### config.mk
export PLATFORM = sky130hd
export DESIGN_NAME = add_pipe_stage
export DESIGN_NICKNAME = d
export VERILOG_FILES = /design/src/rtl/add_pipe_stage.sv
export SDC_FILE = /design/constraint.sdc
export NUM_CORES = 1
export LEC_CHECK = 0
export CELL_PAD_IN_SITES_DETAIL_PLACEMENT = 0
export CELL_PAD_IN_SITES_GLOBAL_PLACEMENT = 1
export CORE_MARGIN = 2
export CORE_UTILIZATION = 34
export CTS_CLUSTER_DIAMETER = 120
export DETAILED_ROUTE_END_ITERATION = 10
export GPL_TIMING_DRIVEN = 0
export HOLD_SLACK_MARGIN = 0.06
export PLACE_DENSITY_LB_ADDON = 0.1
export SYNTH_ARGS = -nofsm -noshare
export SYNTH_HDL_FRONTEND = slang
export SYNTH_SLANG_ARGS = --single-unit
### constraint.sdc
create_clock -name clk -period 2.7 [get_ports clk]
set_input_delay 0.54 -clock clk [delete_from_list [all_inputs] [get_ports clk]]
set_output_delay 0.54 -clock clk [all_outputs]
set_load 0.03 [all_outputs]
### src/rtl/add_pipe_stage.sv
// rtl/add_pipe_stage.sv - two-stage valid/ready pipeline around a carry-lookahead adder
// Optional saturation on signed overflow is enabled by defining ADD_PIPE_SAT_EN.

module add_pipe_cla #(
    parameter int WIDTH = 32
) (
    input  logic [WIDTH-1:0] a,
    input  logic [WIDTH-1:0] b,
    input  logic             cin,
    output logic [WIDTH-1:0] sum,
    output logic             cout
);
    logic [3:0] g;
    logic [3:0] p;
    logic [3:0] c;
    logic       grp_g;
    logic       grp_p;
    logic       carry;

    // Each 4-bit group resolves its internal carries in parallel; groups chain on group G/P.
    always_comb begin
        g     = '0;
        p     = '0;
        c     = '0;
        grp_g = 1'b0;
        grp_p = 1'b0;
        carry = cin;
        sum   = '0;
        for (int k = 0; k < WIDTH / 4; k++) begin
            g     = a[4*k +: 4] & b[4*k +: 4];
            p     = a[4*k +: 4] ^ b[4*k +: 4];
            c[0]  = carry;
            c[1]  = g[0] | (p[0] & carry);
            c[2]  = g[1] | (p[1] & g[0]) | (p[1] & p[0] & carry);
            c[3]  = g[2] | (p[2] & g[1]) | (p[2] & p[1] & g[0]) | (p[2] & p[1] & p[0] & carry);
            grp_g = g[3] | (p[3] & g[2]) | (p[3] & p[2] & g[1]) | (p[3] & p[2] & p[1] & g[0]);
            grp_p = &p;
            sum[4*k +: 4] = p ^ c;
            carry = grp_g | (grp_p & carry);
        end
        cout = carry;
    end
endmodule

module add_pipe_stage #(
    parameter int WIDTH = 32,
    parameter int CNT_W = 8
) (
    input  logic             clk,
    input  logic             rst,
    input  logic             in_valid,
    output logic             in_ready,
    input  logic [WIDTH-1:0] in_a,
    input  logic [WIDTH-1:0] in_b,
    input  logic             in_cin,
    output logic             out_valid,
    input  logic             out_ready,
    output logic [WIDTH-1:0] out_sum,
    output logic             out_cout,
    output logic             out_ovf,
    output logic             sticky_ovf,
    input  logic             sticky_clr,
    output logic [CNT_W-1:0] result_cnt
);
    logic             s1_valid_q, s1_valid_d;
    logic [WIDTH-1:0] a_q, a_d;
    logic [WIDTH-1:0] b_q, b_d;
    logic             cin_q, cin_d;
    logic             out_valid_q, out_valid_d;
    logic [WIDTH-1:0] sum_q, sum_d;
    logic             cout_q, cout_d;
    logic             ovf_q, ovf_d;
    logic             sticky_q, sticky_d;
    logic [CNT_W-1:0] cnt_q, cnt_d;

    logic [WIDTH-1:0] raw_sum;
    logic             raw_cout;
    logic             raw_ovf;
    logic             s2_free;
    logic             s1_adv;
    logic             accept;
    logic             deliver;

    add_pipe_cla #(.WIDTH(WIDTH)) u_cla (
        .a    (a_q),
        .b    (b_q),
        .cin  (cin_q),
        .sum  (raw_sum),
        .cout (raw_cout)
    );

    assign raw_ovf = ~(a_q[WIDTH-1] ^ b_q[WIDTH-1]) & (a_q[WIDTH-1] ^ raw_sum[WIDTH-1]);
    assign s2_free = !out_valid_q | out_ready;
    assign s1_adv  = s1_valid_q & s2_free;
    assign accept  = in_valid & in_ready;
    assign deliver = out_valid_q & out_ready;

    always_comb begin
        s1_valid_d  = accept | (s1_valid_q & !s2_free);
        a_d         = accept ? in_a   : a_q;
        b_d         = accept ? in_b   : b_q;
        cin_d       = accept ? in_cin : cin_q;
        out_valid_d = s1_adv | (out_valid_q & !out_ready);
        sum_d       = sum_q;
        cout_d      = cout_q;
        ovf_d       = ovf_q;
        if (s1_adv) begin
            sum_d  = raw_sum;
            cout_d = raw_cout;
            ovf_d  = raw_ovf;
`ifdef ADD_PIPE_SAT_EN
            if (raw_ovf) begin
                sum_d = a_q[WIDTH-1] ? {1'b1, {(WIDTH-1){1'b0}}} : {1'b0, {(WIDTH-1){1'b1}}};
            end
`endif
        end
        // A same-cycle overflowing delivery outranks the clear.
        sticky_d = (deliver & ovf_q) | (sticky_q & !sticky_clr);
        cnt_d    = cnt_q + {{(CNT_W-1){1'b0}}, deliver};
    end

    always_ff @(posedge clk) begin
        if (rst) begin
            s1_valid_q  <= 1'b0;
            a_q         <= '0;
            b_q         <= '0;
            cin_q       <= 1'b0;
            out_valid_q <= 1'b0;
            sum_q       <= '0;
            cout_q      <= 1'b0;
            ovf_q       <= 1'b0;
            sticky_q    <= 1'b0;
            cnt_q       <= '0;
        end else begin
            s1_valid_q  <= s1_valid_d;
            a_q         <= a_d;
            b_q         <= b_d;
            cin_q       <= cin_d;
            out_valid_q <= out_valid_d;
            sum_q       <= sum_d;
            cout_q      <= cout_d;
            ovf_q       <= ovf_d;
            sticky_q    <= sticky_d;
            cnt_q       <= cnt_d;
        end
    end

    assign in_ready   = !s1_valid_q | s2_free;
    assign out_valid  = out_valid_q;
    assign out_sum    = sum_q;
    assign out_cout   = cout_q;
    assign out_ovf    = ovf_q;
    assign sticky_ovf = sticky_q;
    assign result_cnt = cnt_q;
endmodule

==> flow_metrics.py <==
metrics = {
    "global_route": {
        "grt_max_degree": 16,
        "overflow": 0,
        "antenna_found_initial": 0,
        "grt_pass1_wl_mm": 24.0,
        "grt_use_total_pct": 18.7,
        "grt_pass1_vias": 4794,
    },
    "floorplan": {
        "die_area_um2": 16500,
        "core_region_area_um2": 15100,
        "die_w_um": 128,
        "rows": 45,
        "ios": 115,
        "chipHeight_um": 128,
        "start_util_pct": 34.8,
    },
    "critical_path": {
        "crit_fanout": 6,
        "cp_slowest_stage_delay_ps": 520,
        "arrival_ps": 3010,
        "worst_path_max_delay_cell": "fa_2",
        "cp_common_cell": "nand2_2",
        "path_cells": "ha_4, and2_4, a221oi_2, o22ai_1, a211o_1, or2_4, nand2_2, a21o_1, nand2_2, fa_2, nand2_1, a21oi_1",
        "crit_family": "compound AO/OA/AOI/OAI gates",
        "critPathRequiredTime_ps": 2980,
        "start_kind": "register",
        "crit_type": "reg -> reg",
        "path_buf_inv": 0,
        "cp-end-kind": "register",
    },
    "final_layout": {
        "num-nets-final": 880,
        "mostFrequentLayoutCell": "nand2_1",
        "num_antenna_cells": 0,
        "utilization_pct": 47.7,
        "final_cell_mix": "169 x nand2_1, 113 x clkdlybuf4s50_1, 102 x dfxtp_1",
        "drive_gt1_share_pct": 10.6,
        "area_growth_pct": 37.1,
        "stdcell_area_um2": 7220,
    },
    "pwr": {
        "finalPower_mw": 3.65,
        "p_leak_nw": 2.82,
        "power_density_nw_per_um2": 505,
        "ir_drop_uv": 333,
    },
    "routing": {
        "drt-total-wl_mm": 15.0,
        "wire_per_inst_um": 15.6,
        "vias": 4771,
        "dr.first_iter.drc_count": 194,
        "firstDrtPassIters": 4,
        "drc": 0,
        "antenna_left": 0,
        "viasPerCell": 4.97,
    },
    "placed_design": {
        "io_buffers": 113,
        "dp_hpwl_mm": 11.2,
        "dpl_cell_area_um2": 6680,
        "routabilityCongestion": 0.885,
        "pre_cts_ws_ps": -272,
    },
    "yosys": {
        "synth_edf_count": 0,
        "seq_area_frac_synth_pct": 41.8,
        "ys_seq_elements": 110,
        "yosys.cell_types.count": 55,
        "syn_area_um2": 5270,
        "syn_nets": 742,
        "synth_warnings": 0,
        "ys.flop_type": "dfxtp_1",
        "synthArstFlopShare_pct": 0,
        "post_synth.cell_area_avg_um2": 8.36,
        "synthCells": 630,
    },
    "hold_path": {
        "hold_path.class": "reg -> reg",
    },
    "clock_network": {
        "clock_sinks": 110,
        "cts_root_buf": "clkbuf_16",
        "cts_tree": "yes",
        "clkTransAtPathRegs_ps": 70,
        "h-tree-depth": 3,
        "clock_latency_ps": 350,
        "cts_made_buffers": 9,
        "cts_buffer_depth": 2,
    },
    "sta": {
        "fmax_mhz": 366,
        "tns_ps": -32.4,
        "rsz0062_at_grt": "true",
        "finalCritPeriodShare_pct": 101,
        "timing.final.max_slew_violations": 0,
        "period_minus_slack_ps": 2730,
        "slew-limit-headroom_pct": 58.2,
        "clock_skew_ps": 7.19,
        "setup_viol": 2,
        "hold_violations": 0,
        "setup_ws_ps": -32.1,
        "timing_worst_slew_pin_value_ps": 627,
    },
    "run_status": {
        "status": "complete, but fails checks",
        "violations": "setup timing",
    },
    "run": {
        "cap_violations": 0,
    },
}
## tightest hold or removal path, stage by stage (launching register included)
cell,delay [ps]
dfxtp_1,310
nand2_1,50
a21oi_1,50
## per-stage QoR
step | hold WS, ps | cells
finish | 457 | 959
global route | 480 | 959
CTS | 461 | 953
detailed placement | 445 | 931
global placement | 445 | 931
floorplan | 440 | 630
## final timing paths
path | from | depth (start not counted) | slack, ps | to
worst min-delay path | out_sum[14] | 2 | 460 | out_sum[14]
worst max-delay path | b_q[15] | 12 | -30 | out_sum[28]
worst max register to register | b_q[15] | 12 | -30 | out_sum[28]
worst min register to register | out_sum[14] | 2 | 460 | out_sum[14]
## timing repair
item | in CTS | in global routing
pin swaps | 11 | 11
buffers inserted | 8 | 6
hold buffers | 0 | 0
gates cloned | 0 | 0
endpoints found under the setup margin | 9 | 12
resized for setup | 21 | 21
hold endpoints to repair | 0 | 0
## per-layer routing
layer,track usage (%),share of wire [%],vias to the layer above,wire [um]
li1,-,-,2419,-
met1,24.1,46,2203,6850
met2,30.8,46,124,6950
met3,4.45,5.8,25,866
met4,6.66,2.2,0,336
met5,0,0,-,0
## report_power, final
part | internal, mW | switching, mW | leakage, nW
sequential | 1.71 | 0.0707 | 0.905
clock | 0.638 | 0.560 | 0.128
combinational | 0.316 | 0.354 | 1.79
## final cells by class
class | count | area [um^2]
Inverter | 10 | 37.5
Sequential cell | 110 | 2210
Clock inverter | 2 | 10.0
Multi-Input combinational cell | 476 | 3110
Tap cell | 188 | 235
Fill cell | 1505 | 7930
Timing Repair Buffer | 127 | 1240
Buffer | 34 | 129
Clock buffer | 12 | 246
## flip-flops by register name, summed over array words and instances, names as in the netlist
| signal | count |
|---|---|
| b_q | 32 |
| out_ovf | 1 |
| a_q | 32 |
| result_cnt | 8 |
| out_sum | 32 |
| cin_q | 1 |
| out_cout | 1 |
| sticky_ovf | 1 |
| s1_valid_q | 1 |
| out_valid | 1 |
## cells in the mapped netlist, drive strengths merged, types with 2 or more instances
cell	count	share of area, %
a21o	12	1.7
nand3b	8	1.1
and2	3	0.36
a21boi	2	0.29
nor3	6	0.57
ha	34	8.1
inv	10	0.71
fa	8	3.0
clkbuf	29	2.1
dfxtp	110	42
o311ai	2	0.33
nand4	5	0.59
nor2	32	2.3
a221oi	2	0.45
o22ai	3	0.36
o21ai	9	1.1
or3	2	0.24
nor3b	2	0.38
nand2b	3	0.36
nor2b	4	0.48
o211ai	2	0.38
xnor2	16	2.7
buf	5	0.36
and3	3	0.36
nor4	3	0.76
xor2	7	1.2
nand2	173	12
a211oi	12	1.9
o31ai	3	0.78
o21bai	2	0.29
nand3	8	0.86
a21oi	98	9.5
or2	2	0.24
## kinds of logic after synthesis
family          synth area share (%)
simple gates                    21.4
xor+xnor                        3.83
mux                            0.190
compound gates                  18.5
flops                           41.8
buf+inv                         3.14
fa+ha+maj                       11.1
No activity file was read; power rests on OpenSTA's default activity.
